[config.mk]
export PLATFORM = sky130hd
export DESIGN_NAME = btn_debounce_pulse
export DESIGN_NICKNAME = d
export VERILOG_FILES = /design/src/rtl/btn_debounce_pulse.sv
export SDC_FILE = /design/constraint.sdc
export NUM_CORES = 1
export LEC_CHECK = 0
export ABC_CLOCK_PERIOD_IN_PS = 3700
export CAP_MARGIN = 0
export CORE_UTILIZATION = 55
export CTS_CLUSTER_DIAMETER = 50
export DETAILED_ROUTE_END_ITERATION = 6
export HOLD_SLACK_MARGIN = 0.1
export PLACE_DENSITY_LB_ADDON = 0.25
export SYNTH_ARGS = -nofsm -noshare
export SYNTH_HDL_FRONTEND = slang
export SYNTH_SLANG_ARGS = --single-unit
export TNS_END_PERCENT = 20
[constraint.sdc]
create_clock -name clk -period 3.7 [get_ports clk]
set_clock_uncertainty 0.15 [all_clocks]
set_input_delay 1.11 -clock clk [delete_from_list [all_inputs] [get_ports clk]]
set_output_delay 1.11 -clock clk [all_outputs]
set_load 0.05 [all_outputs]
[src/rtl/btn_debounce_pulse.sv]
// ============================================================================
// Module   : btn_debounce_pulse
// Brief    : Four-channel button synchroniser, debouncer and press-pulse generator.
// Revision : 1.0 - initial release
// ============================================================================
`default_nettype none

module btn_debounce_channel #(
  parameter int unsigned DEBOUNCE_CYCLES = 240000,
  parameter bit          ACTIVE_LOW      = 1'b1,
  parameter int unsigned CNT_W           = 18
) (
  input  logic clk,
  input  logic rst,
  input  logic btn_in,
  output logic pulse_out,
  output logic pressed_out
);

  typedef enum logic [1:0] {
    ST_IDLE         = 2'd0,
    ST_PRESS_WAIT   = 2'd1,
    ST_PRESSED      = 2'd2,
    ST_RELEASE_WAIT = 2'd3
  } state_t;

  localparam logic             REL_LEVEL = ACTIVE_LOW ? 1'b1 : 1'b0;
  localparam logic [CNT_W-1:0] CNT_LAST  = CNT_W'(DEBOUNCE_CYCLES - 1);

  logic             sync1_q;
  logic             sync2_q;
  state_t           state_q;
  state_t           state_d;
  logic [CNT_W-1:0] cnt_q;
  logic [CNT_W-1:0] cnt_d;
  logic             pulse_q;
  logic             pulse_d;
  logic             pressed_q;
  logic             pressed_d;
  logic             p;
  logic             cnt_done;

  assign p        = ACTIVE_LOW ? ~sync2_q : sync2_q;
  assign cnt_done = (cnt_q == CNT_LAST);

  // Synchroniser resets to the released level so a held button is seen fresh.
  always_ff @(posedge clk) begin
    if (rst) begin
      sync1_q <= REL_LEVEL;
      sync2_q <= REL_LEVEL;
    end else begin
      sync1_q <= btn_in;
      sync2_q <= sync1_q;
    end
  end

  always_ff @(posedge clk) begin
    if (rst) begin
      state_q   <= ST_IDLE;
      cnt_q     <= '0;
      pulse_q   <= 1'b0;
      pressed_q <= 1'b0;
    end else begin
      state_q   <= state_d;
      cnt_q     <= cnt_d;
      pulse_q   <= pulse_d;
      pressed_q <= pressed_d;
    end
  end

  always_comb begin
    state_d = state_q;
    cnt_d   = cnt_q;
    pulse_d = 1'b0;
    unique case (state_q)
      ST_IDLE: begin
        if (p) begin
          state_d = ST_PRESS_WAIT;
          cnt_d   = '0;
        end
      end
      ST_PRESS_WAIT: begin
        if (!p) begin
          state_d = ST_IDLE;
          cnt_d   = '0;
        end else if (cnt_done) begin
          state_d = ST_PRESSED;
          cnt_d   = '0;
          pulse_d = 1'b1;
        end else begin
          cnt_d = cnt_q + 1'b1;
        end
      end
      ST_PRESSED: begin
        if (!p) begin
          state_d = ST_RELEASE_WAIT;
          cnt_d   = '0;
        end
      end
      ST_RELEASE_WAIT: begin
        if (p) begin
          state_d = ST_PRESSED;
          cnt_d   = '0;
        end else if (cnt_done) begin
          state_d = ST_IDLE;
          cnt_d   = '0;
        end else begin
          cnt_d = cnt_q + 1'b1;
        end
      end
      default: begin
        state_d = ST_IDLE;
        cnt_d   = '0;
      end
    endcase
    // Pressed level is registered from the next state so it rises with the pulse.
    pressed_d = (state_d == ST_PRESSED) || (state_d == ST_RELEASE_WAIT);
  end

  assign pulse_out   = pulse_q;
  assign pressed_out = pressed_q;

endmodule

module btn_debounce_pulse #(
  parameter int unsigned DEBOUNCE_CYCLES = 240000,
  parameter bit          ACTIVE_LOW      = 1'b1
) (
  input  logic       clk,
  input  logic       rst,
  input  logic       btn_0_in,
  input  logic       btn_1_in,
  input  logic       btn_2_in,
  input  logic       btn_3_in,
  output logic       pulse_0_out,
  output logic       pulse_1_out,
  output logic       pulse_2_out,
  output logic       pulse_3_out,
  output logic [3:0] pressed_out
);

  localparam int unsigned CNT_W = $clog2(DEBOUNCE_CYCLES);

  logic [3:0] btn_vec;
  logic [3:0] pulse_vec;
  logic [3:0] pressed_vec;

  assign btn_vec = {btn_3_in, btn_2_in, btn_1_in, btn_0_in};

  for (genvar k = 0; k < 4; k++) begin : g_ch
    btn_debounce_channel #(
      .DEBOUNCE_CYCLES (DEBOUNCE_CYCLES),
      .ACTIVE_LOW      (ACTIVE_LOW),
      .CNT_W           (CNT_W)
    ) u_chan (
      .clk         (clk),
      .rst         (rst),
      .btn_in      (btn_vec[k]),
      .pulse_out   (pulse_vec[k]),
      .pressed_out (pressed_vec[k])
    );
  end

  assign pulse_0_out = pulse_vec[0];
  assign pulse_1_out = pulse_vec[1];
  assign pulse_2_out = pulse_vec[2];
  assign pulse_3_out = pulse_vec[3];
  assign pressed_out = pressed_vec;

endmodule

`default_nettype wire

After elaboration in Yosys (flattened, before gate mapping)
Cells that the tools add are included.

Flip-flop bits (word level): 96. Input bits: 6. Output and inout port bits: 8. Logic and storage cells: 136.

Add/subtract/negate cells: 4. Equal/unequal tests: 32. Mux-type cells: 56. Bitwise operators: 4. Reductions and logical operators: 16.

Operators with widths (number): 18-bit 2-to-1 mux (20); 18-bit case mux with 4 select lines (4); 18-bit by 1-bit adder with 18-bit output (second input constant) (4); 18-bit == test (second input constant) (4); 2-bit 2-to-1 mux (24); 2-bit == test (second input constant) (16); 2-bit case mux with 4 select lines (4); 3-bit OR reduction (4); 2-bit by 1-bit == test with 1-bit output (second input constant) (4); 2-bit logical NOT (4); 2-bit by 1-bit inequality test with 1-bit output (second input constant) (4); 2-bit inequality test (second input constant) (4); 2-bit AND reduction (4); 1-bit logical OR (4); 1-bit 2-to-1 mux (4); 1-bit inverter (4).

Depth between registers and ports, before layout
Gate-level depths: netlist of run 1.

Depth in word-level cells: 6. Depth in mapped cells: 7. Depth with buffers taken out: 6.

Hierarchy
Synthesis of run 1 repeated with hierarchy kept, for this count alone.

Cell total of the unflattened synthesis: 532. Area, all modules: 4677.0 sq um.

By module, submodules not included: btn_debounce_channel at g_ch[0].u_chan ... (instances 3, cells an instance 136, area an instance 1194.9 sq um); btn_debounce_channel at g_ch[3].u_chan (instances 1, cells an instance 124, area an instance 1092.3 sq um).

Least setup slack after synthesis of run 1
OpenSTA, ideal clock, no wires.

Kind: input port to flip-flop. From: input port rst. To: register g_ch[1].u_chan.cnt_q[13]. Library setup time: 106 ps. Arrival time: 2148 ps. Slack: 1296 ps. Stages on the path: 6. Path buffers: 1. Path through: clkbuf_1 inv_1 nand3_1 a31oi_2 nand3_1 o311ai_0.

RTL lines: start: declaration (line 130) `input logic rst,`; end signal: assignment (line 65) `cnt_q <= cnt_d;`; end: declaration (line 34) `logic [CNT_W-1:0] cnt_q;`.

Worst setup path in the final report of run 1
From: register g_ch[2].u_chan.pulse_q. To: output port pulse_2_out.

RTL lines: start: declaration (line 36) `logic pulse_q;`; start signal: assignment (line 66) `pulse_q <= pulse_d;`; end: declaration (line 137) `output logic pulse_2_out,`.

No word-level cell between the ends.

==> impl_metrics.sql, run 1 <==
INSERT INTO impl_metrics (metric_group, metric, value, unit) VALUES
('detailed_routing', 'drt-wirelength-per-cell', '13.73', 'um'),
('critical_path', 'worstSetupPathType', 'flip-flop to output port', ''),
('clock_tree', 'clock_insertion_delay_worst_skew', '370', 'ps'),
('floorplanning', 'row_count', '32', ''),
('synth', 'synthTopCellsByArea', 'sky130_fd_sc_hd__dfxtp_1 (44%), sky130_fd_sc_hd__nor2_1 (6.5%), sky130_fd_sc_hd__xor2_1 (5.8%), sky130_fd_sc_hd__nand2_1 (4.2%), sky130_fd_sc_hd__nand3_1 (4.2%)', ''),
('synth', 'post_synth_inst_count', '511', ''),
('global_route', 'global_route.usage.met1', '30.68', '%'),
('clock_tree', 'post_cts_resized', '0', ''),
('detailed_routing', 'postRouteWirelength', '8651', 'um'),
('finish', 'seqCellArea', '1922', 'sq um'),
('synth', 'postSynth.topFlopCell', 'sky130_fd_sc_hd__dfxtp_1', ''),
('place', 'gp_routability_congestion', '0.9172', ''),
('place', 'post_dp_cell_area', '4613', 'sq um'),
('synth', 'synth_top_area_cell', 'sky130_fd_sc_hd__dfxtp_1', ''),
('critical_path', 'critPathBufInv', '1', ''),
('critical_path', 'timing.critical_path.slowest_stage_cell', 'sky130_fd_sc_hd__clkdlybuf4s50_1', ''),
('sta', 'worstMarginPinSlew', '803.7', 'ps'),
('finish', 'final_layout_size_suffix_gt1_share', '8.902', '%'),
('finish', 'postLayoutCellArea', '4803', 'sq um'),
('clock_tree', 'numCtsBuffers', '9', ''),
('finish', 'final_cells', '630', ''),
('synth', 'synth-edff-count', '0', ''),
('critical_path', 'worst-endpoint-required', '2440', 'ps'),
('outcome', 'outcome', 'finished, final reports clean', ''),
('global_route', 'grt_most_used_layer', 'met2', ''),
('power', 'leakage_power_of_the_design', '1.655', 'nW'),
('global_route', 'groute.layer.met2.usage', '35.34', '%'),
('critical_path', 'worst-endpoint-arrival', '1490', 'ps'),
('synth', 'syn_avg_cell_area', '8.643', 'sq um'),
('detailed_routing', 'first_iter_violations', '129', ''),
('global_route', 'globalRouteMet3Util', '2.902', '%'),
('floorplanning', 'die-area', '8392', 'sq um'),
('synth', 'synth_async_sr_flop_share', '0', '%'),
('critical_path', 'crit_fanout', '1', ''),
('critical_path', 'max_stage_delay', '800', 'ps'),
('detailed_routing', 'drc', '0', ''),
('power', 'power_density', '364.7', 'nW/um^2'),
('hold_path', 'hp-class', 'flip-flop to flip-flop', ''),
('place', 'place.port_buffers', '13', ''),
('clock_tree', 'cts_root_buffer', 'sky130_fd_sc_hd__clkbuf_8', ''),
('global_route', 'grt_first_pass_wirelength', '15100', 'um'),
('synth', 'netlist-cell-type-count', '60', ''),
('sta', 'final_period_utilization', '74.25', '%'),
('critical_path', 'worstSetupEndpointType', 'output port', ''),
('clock_tree', 'tritoncts', 'built', ''),
('sta', 'finalSetupViolations', '0', ''),
('sta', 'finalSetupTns', '0', 'ps'),
('clock_tree', 'cts.reportedPaths.clkPinSlew', '100', 'ps'),
('finish', 'num-nets-final', '533', ''),
('clock_tree', 'post_cts.repair.setup_buffers', '0', ''),
('finish', 'fillers', '694', ''),
('detailed_routing', 'drt-vias-per-instance', '5.684', ''),
('global_route', 'grt_start_max_net_pins', '46', ''),
('floorplanning', 'core_region_area', '7727', 'sq um'),
('finish', 'synthesis_to_layout_area_growth', '8.754', '%'),
('clock_tree', 'cts_hold_repair.buffers', '0', ''),
('sta', 'finalHoldViolCount', '0', ''),
('synth', 'synth.ff_latch_count', '96', ''),
('synth', 'synth-seq-area-share', '43.51', '%'),
('global_route', 'first_global_vias', '3297', ''),
('run', 'drv.max_cap_violation_count', '0', ''),
('sta', 'max-slew-margin-rel', '46.06', '%'),
('finish', 'num_antenna_cells', '0', ''),
('floorplanning', 'floorplan.die.height', '91.61', 'um'),
('detailed_routing', 'via_count', '3581', ''),
('place', 'place.detailed.instances', '614', ''),
('sta', 'setup_ws', '952.9', 'ps'),
('synth', 'syn_nets', '521', ''),
('global_route', 'grt_antenna_before_repair', '0', ''),
('sta', 'fmaxAchievable', '0.3640', 'GHz'),
('detailed_routing', 'drt-pass1-iter-count', '5', '');
flip-flops by register name, indices dropped and copies added, names as in the netlist:
register	flops
g_ch.u_chan.sync2_q	4
g_ch.u_chan.sync1_q	4
g_ch.u_chan.state_q	8
g_ch.u_chan.cnt_q	72
g_ch.u_chan.pressed_out	4
g_ch.u_chan.pulse_out	4
cells in the mapped netlist (6+ instances only):
| library cell | number |
|---|---|
| sky130_fd_sc_hd__nor4_1 | 12 |
| sky130_fd_sc_hd__o21ai_0 | 16 |
| sky130_fd_sc_hd__xnor2_1 | 15 |
| sky130_fd_sc_hd__or2_2 | 12 |
| sky130_fd_sc_hd__buf_4 | 6 |
| sky130_fd_sc_hd__inv_1 | 11 |
| sky130_fd_sc_hd__clkbuf_1 | 6 |
| sky130_fd_sc_hd__nor3_1 | 7 |
| sky130_fd_sc_hd__nor2_1 | 76 |
| sky130_fd_sc_hd__xor2_1 | 29 |
| sky130_fd_sc_hd__dfxtp_1 | 96 |
| sky130_fd_sc_hd__and3_1 | 17 |
| sky130_fd_sc_hd__nand4_1 | 20 |
| sky130_fd_sc_hd__nand3_1 | 37 |
| sky130_fd_sc_hd__nor4b_1 | 7 |
| sky130_fd_sc_hd__a21oi_1 | 13 |
| sky130_fd_sc_hd__nand2b_1 | 7 |
| sky130_fd_sc_hd__nand2_1 | 50 |
layout make-up:
type / count / area share (%)
clock inverters: 7 / 1.381
multi-input cells: 390 / 49.49
repair buffers: 15 / 3.022
clock buffers: 9 / 2.579
flip-flops and latches: 96 / 40.01
well taps: 102 / 2.657
inverters: 11 / 0.8596
worst paths after layout:
kind	startpoint	endpoint	slack [ps]	cells after the start
max	g_ch[2].u_chan.pulse_out$_SDFF_PP0_	pulse_2_out	950	1
min	g_ch[0].u_chan.sync1_q$_SDFF_PP1_	g_ch[0].u_chan.sync2_q$_SDFF_PP1_	270	1
max reg2reg	g_ch[3].u_chan.cnt_q[0]$_SDFFE_PP0P_	g_ch[3].u_chan.cnt_q[14]$_SDFFE_PP0P_	1180	6
min reg2reg	g_ch[0].u_chan.sync1_q$_SDFF_PP1_	g_ch[0].u_chan.sync2_q$_SDFF_PP1_	270	1
per-stage QoR:
| stage | power, W | util, % |
|---|---|---|
| CTS | 0.001764 | 62.16 |
| global route | 0.001815 | 62.16 |
| detailed placement | 0.001120 | 59.70 |
| finish | 0.001752 | 62.16 |
| global placement | 0.001119 | 59.70 |
| floorplan | 0.001104 | - |
power by group:
| group | switching, W | leakage [nW] | total (W) | internal (W) |
|---|---|---|---|---|
| logic | 0.0000363 | 0.790 | 0.0000537 | 0.0000173 |
| clock network | 0.000399 | 0.0892 | 0.000656 | 0.000257 |
| registers | 0.00000437 | 0.775 | 0.00104 | 0.00104 |
per-layer routing:
layer / wire length, um / vias to the layer above / part of all wire, %
met3: 337 / 12 / 3.9
met2: 4016 / 80 / 46
li1: - / 1828 / -
met4: 110 / 0 / 1.3
met1: 4187 / 1661 / 48
met5: 0 / - / 0
cell families (layout without fill, tap and decap cells):
logic type      Yosys count  after routing  share of synthesized area, %
mux                       5              5                         1.133
xor+xnor                 46             46                         9.462
compound gates           62             62                         9.519
buf+inv                  25             42                         2.663
simple gates            273            273                         32.58
flops                    96             96                         43.51
fa+ha+maj                 4              4                         1.133
cell usage in the layout, fill, tap and decap left out, types with 3 or more instances in the layout:
master                            instances
sky130_fd_sc_hd__a21oi_1                 13
sky130_fd_sc_hd__a21oi_2                  3
sky130_fd_sc_hd__a22oi_1                  5
sky130_fd_sc_hd__a31oi_1                  4
sky130_fd_sc_hd__and3_1                  17
sky130_fd_sc_hd__and4_1                   3
sky130_fd_sc_hd__clkbuf_8                 9
sky130_fd_sc_hd__clkdlybuf4s50_1         13
sky130_fd_sc_hd__dfxtp_1                 96
sky130_fd_sc_hd__ha_1                     4
sky130_fd_sc_hd__inv_1                   11
sky130_fd_sc_hd__mux2i_1                  5
sky130_fd_sc_hd__nand2_1                 50
sky130_fd_sc_hd__nand2b_1                 7
sky130_fd_sc_hd__nand3_1                 37
sky130_fd_sc_hd__nand4_1                 20
sky130_fd_sc_hd__nand4b_1                 4
sky130_fd_sc_hd__nor2_1                  76
sky130_fd_sc_hd__nor3_1                   7
sky130_fd_sc_hd__nor4_1                  12
sky130_fd_sc_hd__nor4b_1                  7
sky130_fd_sc_hd__o21ai_0                 16
sky130_fd_sc_hd__or2_2                   12
sky130_fd_sc_hd__or3_1                    5
sky130_fd_sc_hd__xnor2_1                 15
sky130_fd_sc_hd__xor2_1                  29
(Power assumes the default switching activity.)
==> inputs of run 2 (changes only) <==
--- a/config.mk
+++ b/config.mk
@@ -5,7 +5,7 @@
 export SDC_FILE = /design/constraint.sdc
 export NUM_CORES = 1
 export LEC_CHECK = 0
-export ABC_CLOCK_PERIOD_IN_PS = 3700
+export ABC_CLOCK_PERIOD_IN_PS = 2800
 export CAP_MARGIN = 0
 export CORE_UTILIZATION = 55
 export CTS_CLUSTER_DIAMETER = 50
==> constraint.sdc (replaced) <==
create_clock -name clk -period 2.8 [get_ports clk]
set_clock_uncertainty 0.15 [all_clocks]
set_input_delay 0.84 -clock clk [delete_from_list [all_inputs] [get_ports clk]]
set_output_delay 0.84 -clock clk [all_outputs]
set_load 0.05 [all_outputs]
==> run 2 against run 1 <==
  * Via count grew 0.89%
  * Register-to-register slack worse by 610 ps
  * First-iteration DRC count increased by 22%
  * Die area stayed put
  * Global-route usage fell by 0.081 points
  * Routed wire length is essentially flat
  * Non-clock buffer count grew 1
  * Final area barely moved
  * Sequential share of layout area about the same
  * Combinational power increased by 37%
  * Critical path depth is the same
  * Cell count up 0.16%
  * Critical path type unchanged
  * Largest power group unchanged
==> impl_metrics.sql, run 2 (synthesis results as in run 1) <==
INSERT INTO impl_metrics (metric_group, metric, value, unit) VALUES
('critical_path', 'crit_fanout', '1', ''),
('detailed_routing', 'via_count', '3613', ''),
('power', 'share_seq_of_total_power', '60.1', '%'),
('clock_tree', 'cts_root_buffer', 'sky130_fd_sc_hd__clkbuf_8', ''),
('floorplanning', 'fp.dieW', '91.61', 'um'),
('clock_tree', 'tritoncts', 'built', ''),
('finish', 'seqCellArea', '1922', 'sq um'),
('finish', 'num-nets-final', '534', ''),
('critical_path', 'critPathBufInv', '1', ''),
('power', 'power_density', '476.4', 'nW/um^2'),
('finish', 'most_common_library_cell_in_the_layout_ignoring_fill_and_taps', 'sky130_fd_sc_hd__dfxtp_1', ''),
('power', 'max-vdd-ir-drop', '0.2864', 'mV'),
('power', 'power_frac_clock', '36.7', '%'),
('sta', 'hold_ws', '260.5', 'ps'),
('detailed_routing', 'drt-pass1-iter-count', '5', ''),
('sta', 'grt_setup_unrepaired', 'false', ''),
('power', 'comb_power_share', '3.2', '%'),
('critical_path', 'timing.rr.end', 'g_ch[3].u_chan.cnt_q[13]$_SDFFE_PP0P_', ''),
('place', 'gp_routability_congestion', '0.9414', ''),
('sta', 'fmaxAchievable', '0.4041', 'GHz'),
('finish', 'num_antenna_cells', '0', ''),
('finish', 'synthesis_to_layout_area_growth', '8.839', '%'),
('critical_path', 'cp_top_family', 'buffers and inverters', ''),
('detailed_routing', 'postRouteWirelength', '8655', 'um'),
('critical_path', 'worst-r2r-setup-slack', '570', 'ps'),
('critical_path', 'crit-reg2reg-launch', 'g_ch[3].u_chan.cnt_q[0]$_SDFFE_PP0P_', ''),
('sta', 'final_period_utilization', '88.39', '%'),
('sta', 'worstMarginPinSlew', '606.4', 'ps'),
('hold_path', 'hp-class', 'flip-flop to flip-flop', ''),
('clock_tree', 'clock_insertion_delay_worst_skew', '370', 'ps'),
('floorplanning', 'floorplan.die.height', '91.61', 'um'),
('hold_path', 'worstHoldStart', 'g_ch[1].u_chan.sync1_q$_SDFF_PP1_', ''),
('global_route', 'globalRouteOverflowTotal', '0', ''),
('finish', 'largest_register_ffs', '72', ''),
('finish', 'mostFrequentLayoutCells', 'sky130_fd_sc_hd__dfxtp_1 (96), sky130_fd_sc_hd__nor2_1 (76), sky130_fd_sc_hd__nand2_1 (50)', ''),
('global_route', 'first_global_vias', '3364', ''),
('detailed_routing', 'drt-vias-per-instance', '5.726', ''),
('clock_tree', 'numCtsBuffers', '9', ''),
('floorplanning', 'ios', '14', ''),
('finish', 'final_layout_size_suffix_gt1_share', '9.074', '%'),
('detailed_routing', 'first_iter_violations', '157', ''),
('clock_tree', 'post_cts.repair.setup_buffers', '0', ''),
('place', 'place.port_buffers', '13', ''),
('floorplanning', 'core_region_area', '7727', 'sq um'),
('place', 'post_dp_cell_area', '4621', 'sq um'),
('critical_path', 'path_cells', 'clkdlybuf4s50_1', ''),
('global_route', 'grt_first_pass_wirelength', '15150', 'um'),
('sta', 'finalSetupViolations', '0', ''),
('critical_path', 'worst-endpoint-required', '1810', 'ps'),
('place', 'dp_hpwl', '6226', 'um'),
('floorplanning', 'start_util', '57.16', '%'),
('detailed_routing', 'postRouteAntennaNets', '0', ''),
('place', 'place.detailed.instances', '615', ''),
('floorplanning', 'die-area', '8392', 'sq um'),
('power', 'netSwitchingPower', '0.0005397', 'W'),
('critical_path', 'reg2reg_depth', '6', ''),
('critical_path', 'worst-endpoint-arrival', '1480', 'ps'),
('hold_path', 'whs_path_depth', '1', ''),
('power', 'p_int', '0.001751', 'W'),
('critical_path', 'max_stage_delay', '800', 'ps'),
('critical_path', 'worstSetupEndpointType', 'output port', ''),
('global_route', 'grt_start_max_net_pins', '29', ''),
('sta', 'report.final.slew_viol_count', '0', ''),
('detailed_routing', 'drt-wirelength-per-cell', '13.72', 'um'),
('power', 'power.switching_fraction', '23.57', '%'),
('floorplanning', 'row_count', '32', ''),
('finish', 'multi_input_combinational_cell_area', '2381', 'sq um'),
('sta', 'setup_ws', '325.1', 'ps'),
('global_route', 'grt_antenna_before_repair', '0', ''),
('clock_tree', 'cts_num_sinks', '96', ''),
('sta', 'max-slew-margin-rel', '59.43', '%'),
('outcome', 'outcome', 'finished, final reports clean', ''),
('critical_path', 'timing.critical_path.slowest_stage_cell', 'sky130_fd_sc_hd__clkdlybuf4s50_1', ''),
('finish', 'fillers', '722', ''),
('critical_path', 'worstSetupPathType', 'flip-flop to output port', ''),
('sta', 'fin_crit', '2475', 'ps'),
('detailed_routing', 'drc', '0', ''),
('clock_tree', 'cts_max_level', '3', ''),
('finish', 'postLayoutCellArea', '4807', 'sq um'),
('clock_tree', 'cts.reportedPaths.clkPinSlew', '100', 'ps'),
('run', 'drv.max_cap_violation_count', '0', ''),
('place', 'dp_worst_setup_slack', '223.3', 'ps'),
('finish', 'largest-register', 'g_ch.u_chan.cnt_q', ''),
('critical_path', 'crit_path_start_kind', 'flip-flop', ''),
('hold_path', 'timing.hold.worst_endpoint', 'g_ch[1].u_chan.sync2_q$_SDFF_PP1_', ''),
('finish', 'registers_with_the_most_flip_flops', 'g_ch.u_chan.cnt_q: 72 flops, g_ch.u_chan.state_q: 8 flops', ''),
('finish', 'final_cells', '631', ''),
('clock_tree', 'cts_max_path_buffers', '2', ''),
('power', 'leakage_power_of_the_design', '1.663', 'nW'),
('sta', 'finalSetupTns', '0', 'ps'),
('sta', 'finalHoldViolCount', '0', ''),
('global_route', 'global_route.usage.total', '22.17', '%');
run 2: final cells by class:
class,instances,share of cell area [%]
multi-input cells,390,49.53
clock buffers,11,2.941
clock inverters,5,0.8589
flip-flops and latches,96,39.98
repair buffers,16,3.175
inverters,11,0.8589
well taps,102,2.655
run 2: repair_timing:
action,in CTS,in global routing
hold buffers,0,0
setup endpoints to repair,0,6
resized for setup,0,1
run 2: worst max-delay path by stage:
stage | from | end | cells after the start
global route | g_ch[3].u_chan.cnt_q[0]$_SDFFE_PP0P_ | g_ch[3].u_chan.cnt_q[12]$_SDFFE_PP0P_ | 6
floorplan | rst | g_ch[1].u_chan.cnt_q[13]$_SDFFE_PP0P_ | 6
detailed placement | rst | g_ch[1].u_chan.cnt_q[15]$_SDFFE_PP0P_ | 6
finish | g_ch[2].u_chan.pulse_out$_SDFF_PP0_ | pulse_2_out | 1
global placement | rst | g_ch[1].u_chan.cnt_q[15]$_SDFFE_PP0P_ | 5
CTS | g_ch[2].u_chan.pulse_out$_SDFF_PP0_ | pulse_2_out | 1
run 2: stage by stage:
stage               total power, W  util, %
floorplan                 0.001459        -
global route              0.002372    62.21
finish                    0.002290    62.21
CTS                       0.002309    62.16
detailed placement        0.001482    59.80
global placement          0.001481    59.80
run 2: metal layers:
metal  vias to the layer above  routed length (um)  track usage, %
li1                       1832                   -               -
met1                      1689                4185           29.83
met2                        78                3948           35.46
met3                        14                 374           3.483
met4                         0                 147           9.127
met5                         -                   0               0
run 2: power by group through the flow:
| stage | registers [W] | logic (W) | clock network [W] |
|---|---|---|---|
| final | 0.00138 | 0.0000735 | 0.000840 |
| after global routing | 0.00138 | 0.0000826 | 0.000911 |
| after CTS | 0.00138 | 0.0000731 | 0.000859 |
| after detailed placement | 0.00141 | 0.0000730 | 0 |
| after global placement | 0.00141 | 0.0000718 | 0 |
| after floorplan | 0.00141 | 0.0000510 | 0 |
==> inputs of run 3 (changes only) <==
--- a/config.mk
+++ b/config.mk
@@ -8,7 +8,7 @@
 export ABC_CLOCK_PERIOD_IN_PS = 2800
 export CAP_MARGIN = 0
 export CORE_UTILIZATION = 55
-export CTS_CLUSTER_DIAMETER = 50
+export CTS_CLUSTER_DIAMETER = 80
 export DETAILED_ROUTE_END_ITERATION = 6
 export HOLD_SLACK_MARGIN = 0.1
 export PLACE_DENSITY_LB_ADDON = 0.25
==> results of run 3 <==
The final DEF is identical to that of run 2; final timing and power are the same.
